<file path="src/rtl/adder_pkg.sv">
// Shared types and elaboration helpers for the carry-select add/sub pipeline.
// Segment results carry a fixed-width sum field; users read only the low BLK bits.
package adder_pkg;

    localparam int SEG_W_MAX = 32;

    typedef struct packed {
        logic [SEG_W_MAX-1:0] sum;
        logic                 co;
        logic                 cmsb;
    } seg_res_t;

    function automatic int seg_count(input int width, input int blk);
        return width / blk;
    endfunction

    function automatic bit seg_cfg_ok(input int width, input int blk);
        return (width >= 2) && (blk >= 1) && (blk < SEG_W_MAX) && ((width % blk) == 0);
    endfunction

endpackage

</file>
<file path="src/rtl/rca_seg.sv">
// One BLK-bit ripple-carry segment: sum, carry-out and the carry into the segment MSB.
// Purely combinational; no handshake.
module rca_seg
    import adder_pkg::*;
#(
    parameter int BLK = 4
) (
    input  logic [BLK-1:0] a,
    input  logic [BLK-1:0] b,
    input  logic           ci,
    output seg_res_t       res
);

    logic [BLK:0]   c;
    logic [BLK-1:0] s;

    always_comb begin
        c    = '0;
        s    = '0;
        c[0] = ci;
        for (int i = 0; i < BLK; i++) begin
            s[i]   = a[i] ^ b[i] ^ c[i];
            c[i+1] = (a[i] & b[i]) | (c[i] & (a[i] ^ b[i]));
        end
        res              = '0;
        res.sum[BLK-1:0] = s;
        res.co           = c[BLK];
        res.cmsb         = c[BLK-1];
    end

endmodule

</file>
<file path="src/rtl/csel_adder_pipe.sv">
// Signed carry-select add/sub with cout/overflow flags; CSEL_SATURATE_EN clamps sum on overflow.
// Latency: 2 cycles from accept to out_valid, 1 beat/cycle sustained.
// Backpressure: outputs hold while out_valid && !out_ready; in_ready = !s1_valid || !stall.
module csel_adder_pipe
    import adder_pkg::*;
#(
    parameter int WIDTH = 16,
    parameter int BLK   = 4
) (
    input  logic             clk,
    input  logic             rst_n,
    input  logic             in_valid,
    output logic             in_ready,
    input  logic [WIDTH-1:0] a,
    input  logic [WIDTH-1:0] b,
    input  logic             cin,
    input  logic             sub,
    output logic             out_valid,
    input  logic             out_ready,
    output logic [WIDTH-1:0] sum,
    output logic             cout,
    output logic             v
);

    localparam int NSEG = seg_count(WIDTH, BLK);

    if (!seg_cfg_ok(WIDTH, BLK)) begin : g_cfg_err
        $error("csel_adder_pipe: WIDTH must be >= 2 and a multiple of BLK");
    end

    logic [WIDTH-1:0] bb;
    logic             c0;
    logic             stall;
    logic             s1_load;

    seg_res_t seg_lo [NSEG];
    seg_res_t seg_hi [NSEG];

    logic     s1_valid_q, s1_valid_d;
    seg_res_t s1_lo_q [NSEG];
    seg_res_t s1_lo_d [NSEG];
    seg_res_t s1_hi_q [NSEG];
    seg_res_t s1_hi_d [NSEG];

    logic             out_valid_q, out_valid_d;
    logic [WIDTH-1:0] sum_q, sum_d;
    logic             cout_q, cout_d;
    logic             v_q, v_d;

    logic [WIDTH-1:0] sum_exact;
    logic [WIDTH-1:0] sum_final;
    logic             carry_sel;
    logic             cmsb_sel;
    logic             v_exact;
    seg_res_t         sel;
    logic             unused_fold;

    assign bb       = sub ? ~b : b;
    assign c0       = sub ? 1'b1 : cin;
    assign stall    = out_valid_q && !out_ready;
    assign s1_load  = !s1_valid_q || !stall;
    assign in_ready = s1_load;

    // Segment 0 sees the real carry-in; higher segments precompute both carry cases.
    for (genvar k = 0; k < NSEG; k++) begin : g_seg
        if (k == 0) begin : g_first
            rca_seg #(.BLK(BLK)) u_seg (
                .a   (a[BLK-1:0]),
                .b   (bb[BLK-1:0]),
                .ci  (c0),
                .res (seg_lo[k])
            );
            assign seg_hi[k] = '0;
        end else begin : g_pair
            rca_seg #(.BLK(BLK)) u_seg_c0 (
                .a   (a[k*BLK +: BLK]),
                .b   (bb[k*BLK +: BLK]),
                .ci  (1'b0),
                .res (seg_lo[k])
            );
            rca_seg #(.BLK(BLK)) u_seg_c1 (
                .a   (a[k*BLK +: BLK]),
                .b   (bb[k*BLK +: BLK]),
                .ci  (1'b1),
                .res (seg_hi[k])
            );
        end
    end

    always_comb begin
        s1_valid_d = s1_valid_q;
        s1_lo_d    = s1_lo_q;
        s1_hi_d    = s1_hi_q;
        if (s1_load) begin
            s1_valid_d = in_valid;
            if (in_valid) begin
                s1_lo_d = seg_lo;
                s1_hi_d = seg_hi;
            end
        end
    end

    // Select chain: carry_sel starts at 0 so segment 0 always takes its only result.
    always_comb begin
        sel         = '0;
        carry_sel   = 1'b0;
        cmsb_sel    = 1'b0;
        sum_exact   = '0;
        unused_fold = ^s1_hi_q[0];
        for (int k = 0; k < NSEG; k++) begin
            sel                      = carry_sel ? s1_hi_q[k] : s1_lo_q[k];
            sum_exact[k*BLK +: BLK]  = sel.sum[BLK-1:0];
            cmsb_sel                 = sel.cmsb;
            carry_sel                = sel.co;
            unused_fold              = unused_fold ^ (^sel.sum);
        end
    end

    assign v_exact = carry_sel ^ cmsb_sel;

`ifdef CSEL_SATURATE_EN
    localparam logic [WIDTH-1:0] SAT_MAX = {1'b0, {(WIDTH-1){1'b1}}};
    localparam logic [WIDTH-1:0] SAT_MIN = {1'b1, {(WIDTH-1){1'b0}}};

    // On overflow the wrapped sign is the inverse of the true sign.
    always_comb begin
        sum_final = sum_exact;
        if (v_exact) begin
            sum_final = sum_exact[WIDTH-1] ? SAT_MAX : SAT_MIN;
        end
    end
`else
    assign sum_final = sum_exact;
`endif

    always_comb begin
        out_valid_d = out_valid_q;
        sum_d       = sum_q;
        cout_d      = cout_q;
        v_d         = v_q;
        if (!stall) begin
            out_valid_d = s1_valid_q;
            if (s1_valid_q) begin
                sum_d  = sum_final;
                cout_d = carry_sel;
                v_d    = v_exact;
            end
        end
    end

    always_ff @(posedge clk or negedge rst_n) begin
        if (!rst_n) begin
            s1_valid_q <= 1'b0;
            for (int k = 0; k < NSEG; k++) begin
                s1_lo_q[k] <= '0;
                s1_hi_q[k] <= '0;
            end
            out_valid_q <= 1'b0;
            sum_q       <= '0;
            cout_q      <= 1'b0;
            v_q         <= 1'b0;
        end else begin
            s1_valid_q  <= s1_valid_d;
            s1_lo_q     <= s1_lo_d;
            s1_hi_q     <= s1_hi_d;
            out_valid_q <= out_valid_d;
            sum_q       <= sum_d;
            cout_q      <= cout_d;
            v_q         <= v_d;
        end
    end

    assign out_valid = out_valid_q;
    assign sum       = sum_q;
    assign cout      = cout_q;
    assign v         = v_q;

endmodule
</file>
<file path="config.mk">
export PLATFORM = sky130hd
export DESIGN_NAME = csel_adder_pipe
export DESIGN_NICKNAME = d
export VERILOG_FILES = /design/src/rtl/adder_pkg.sv /design/src/rtl/rca_seg.sv /design/src/rtl/csel_adder_pipe.sv
export SDC_FILE = /design/constraint.sdc
export NUM_CORES = 1
export LEC_CHECK = 0
export ABC_AREA = 1
export BUFFER_PORTS_ARGS = -buffer_cell sky130_fd_sc_hd__buf_2
export CORE_ASPECT_RATIO = 1.25
export CORE_MARGIN = 10
export CORE_UTILIZATION = 37
export DETAILED_ROUTE_END_ITERATION = 8
export PLACE_DENSITY = 0.61
export SYNTH_ARGS = -nofsm -noshare
export SYNTH_HDL_FRONTEND = slang
export SYNTH_HIERARCHICAL = 1
export SYNTH_SLANG_ARGS = --single-unit
</file>
<file path="constraint.sdc">
create_clock -name clk -period 1.4 [get_ports clk]
set_clock_uncertainty 0.05 [all_clocks]
set_input_delay 0.21 -clock clk [delete_from_list [all_inputs] [get_ports clk]]
set_output_delay 0.21 -clock clk [all_outputs]
set_load 0.05 [all_outputs]
</file>
# Word level (Yosys, flattened, before mapping)

Cells that the tools add are included.
Widths: inputs -> output; s select.

Muxes and demuxes: 5
Bitwise logic cells: 107
Reductions and logical operators: 7

Operators by type and width:

| cell              | number |
|---|---|
| $xor 1x1->1       | 39 |
| $and 1x1->1       | 38 |
| $or 1x1->1        | 25 |
| $mux 6            | 3 |
| $mux 16           | 1 |
| $not 16->16       | 1 |
| $not 1->1         | 4 |
| $reduce_and 2->1  | 2 |
| $logic_not 1->1   | 3 |
| $logic_and 1x1->1 | 1 |
| $logic_or 1x1->1  | 1 |
| $mux 1            | 1 |

Register bits after elaboration: 61
Output and inout port bits: 20
Word-level logic and storage cells: 144

# Longest topological paths before layout

Word-level depth: 11
Mapped depth: 11
Gate-level depth less buffers: 9

# Cells and area by module

Netlist, hierarchy kept.

Modules (own cells, without submodules):

| module          | times used | cells an instance | area each (µm²) | seq. area each (µm²) |
|---|---|---|---|---|
| csel_adder_pipe | 1          | 239               | 2526.2          | 1426.4 |
| rca_seg         | 7          | 41                | 324.1           | 0.0 |

# Worst setup path after synthesis

No wires, ideal clock.

Path type: input -> register
From: in sub
To: reg s1_lo_q[5] in the netlist's numbering
Library setup time: 0.125 ns
Arrival time: 2.663 ns
Data required time: 1.225 ns
Path slack: -1.438 ns
Cell stages on the path: 10
Path buffers: 2
Cell sequence: buf_2 -> buf_2 -> xor2_1 -> fa_1 -> inv_1 -> fa_1 -> fa_1 -> inv_1 -> fa_1 -> mux2_2

RTL lines:

| what                   | RTL line               | RTL |
|---|---|---|
| start: declaration     | csel_adder_pipe.sv:17  | `input logic sub,` |
| end signal: assignment | csel_adder_pipe.sv:164 | `s1_lo_q <= s1_lo_d;` |
| end: declaration       | csel_adder_pipe.sv:40  | `seg_res_t s1_lo_q [NSEG];` |

==> flow_metrics.tcl <==
set metrics [dict create \
    arrival_ps 2360 \
    worstSetupPathType "input pin to register" \
    slowest_delay_ps 450 \
    avgSynthCellArea_um2 10.2 \
    report.final.slew_viol_count 0 \
    area_growth_pct 34.2 \
    fin_crit_ps 2190 \
    wl_per_cell_um 13.3 \
    cp_cell_sequence "buf_8, buf_12, xor2_4, fa_2, inv_2, fa_2, fa_2, inv_2, fa_1, mux2_4" \
    start_kind "input pin" \
    hold_path_class "input pin to register" \
    grt_usage_pct 11.3 \
    postRouteAntennaNets 0 \
    die_y_um 126 \
    irDropWorstVdd_mv 0.548 \
    wl_um 7140 \
    syn_inst 323 \
    status "finished with violations" \
    grt.overflow.total 0 \
    cts_root_buffer "clkbuf_8" \
    cts_tree "yes" \
    drv_cap 0 \
    io_buffers 57 \
    fp.dieArea_um2 13100 \
    dpl.hpwl_um 5480 \
    p_total_mw 7.10 \
    io_pins 58 \
    internal_power_mw 4.17 \
    fin_nets 478 \
    cpMostUsedCell "fa_2" \
    drc 0 \
    whs_path_depth 3 \
    antennaDiodeCount 0 \
    clk_path_buf_depth 2 \
    drive_gt1_share_pct 47.0 \
    violations "negative setup slack" \
    syn_area_um2 3300 \
    finalHoldViolCount 0 \
    slowest_stage "fa_1" \
    grt_pass1_vias 2522 \
    setup_violations 30 \
    num_rows 38 \
    setup_slack_ps -787 \
    numCtsBuffers 9 \
    cts_htree_levels 3 \
    clockPowerShare_pct 18.9 \
    coreArea_um2 8700 \
    worst-r2r-setup-slack_ps 10 \
    grt_pass1_wl_um 12000 \
    grt_max_degree 52 \
    crit_family "adder cells" \
    crit_buf_inv 4 \
    drtIter0Drc 84 \
    p_comb_share_pct 44.9 \
    path_depth 10 \
    vias_per_cell 4.35 \
    start_util_pct 37.9 \
    rsz0062_at_grt "yes" \
    clock_latency_ps 330 \
    pre_cts_ws_ps -1180 \
    globalplace.congestion 0.748 \
    cts.clk_slew.worst_paths_ps 60 \
    p_switching_mw 2.93 \
    critPathCaptureType "register" \
    die_w_um 104 \
    swShare_pct 41.3 \
    leakage_nw 2.23 \
    grt_antenna_before_repair 0 \
    ys_warn_count 6 \
    routed-via-count 2335 \
    drt-pass1-iter-count 4 \
    crit_fanout 4 \
    pwr_density_cell_nw_per_um2 1600 \
    pwr-share-seq_pct 36.3 \
    crit_required_ps 1570 \
    reg2reg_depth 4 \
    clkSinkCount 57 \
    period_share_pct 156 \
    max_freq_ghz 0.457 \
]
final cells by class:
class,instances,area (µm²)
fill,827,4280
multi-input combinational,192,1830
tap,120,150
inverter,68,255
timing repair buffer,84,586
clock buffer,13,159
clock inverter,3,15.0
sequential,57,1430
power groups by stage:
stage / combinational (mW) / clock [mW] / sequential, mW
finish: 3.19 / 1.34 / 2.57
global route: 3.50 / 1.46 / 2.66
CTS: 3.12 / 1.39 / 2.58
detailed placement: 2.96 / 0 / 2.60
global placement: 2.91 / 0 / 2.58
floorplan: 1.31 / 0 / 3.43
worst min-delay path, delay by kind of cell:
family        cells  cell delay, ps
simple gates      2             150
buf+inv           1              90
metal layers:
metal	global-route usage [%]	share of wire, %	up-vias
li1	-	-	1147
met1	12.9	42	1139
met2	19.2	52	37
met3	2.52	4.0	12
met4	6.32	2.1	0
met5	0	0	-
through the flow:
stage | hold WS [ps] | area (µm²) | utilization, % | TNS, ps | instances
final | 98.5 | 4420 | 50.8 | -12860 | 537
after global routing | 94.9 | 4420 | 50.8 | -14550 | 537
after CTS | 89.1 | 4300 | 49.4 | -13290 | 532
after detailed placement | 12.7 | 3980 | 45.8 | -26110 | 509
after global placement | 6.25 | 3980 | 45.8 | -24930 | 509
after floorplan | -136 | 3520 | - | -17610 | 327
final timing paths:
check / startpoint / to
max: sub / s1_hi_q[5]
min: in_valid / s1_valid_q
max reg2reg: s1_valid_q / s1_lo_q[39]
min reg2reg: s1_lo_q[105] / sum[1]
max in group asynchronous: rst_n / out_valid
min in group asynchronous: rst_n / sum[0]
state kept, by name, summed over array words and instances (netlist names):
name and count:
cout 1, out_valid 1, s1_hi_q 16, s1_lo_q 21, s1_valid_q 1, sum 16, v 1
cells in the final DEF (no fill, tap or decap), types with 2 or more instances in the layout:
master / n
nand2_4: 2
buf_12: 3
a21oi_1: 12
mux2_4: 18
conb_1: 6
nand3_1: 11
nor2_2: 3
nand2_2: 4
mux2_2: 10
inv_2: 24
inv_1: 44
xor2_2: 3
dfrtp_1: 56
a31oi_1: 4
fa_2: 25
fa_1: 3
clkbuf_1: 2
o21ai_0: 13
nand2_1: 43
xor2_1: 9
nand3_4: 2
xor2_4: 4
clkbuf_8: 11
o21ai_1: 4
buf_6: 12
nor2_1: 13
clkinv_2: 3
buf_2: 55
buf_4: 11
repair_timing:
item | CTS | global route
endpoints found under the setup margin | 30 | 34
resized for setup | 34 | 26
buffers inserted | 7 | 9
hold buffers | 1 | 0
pin swaps | 18 | 11
hold endpoints to repair | 57 | 0
Note: power is estimated with default switching activity, not from simulation.
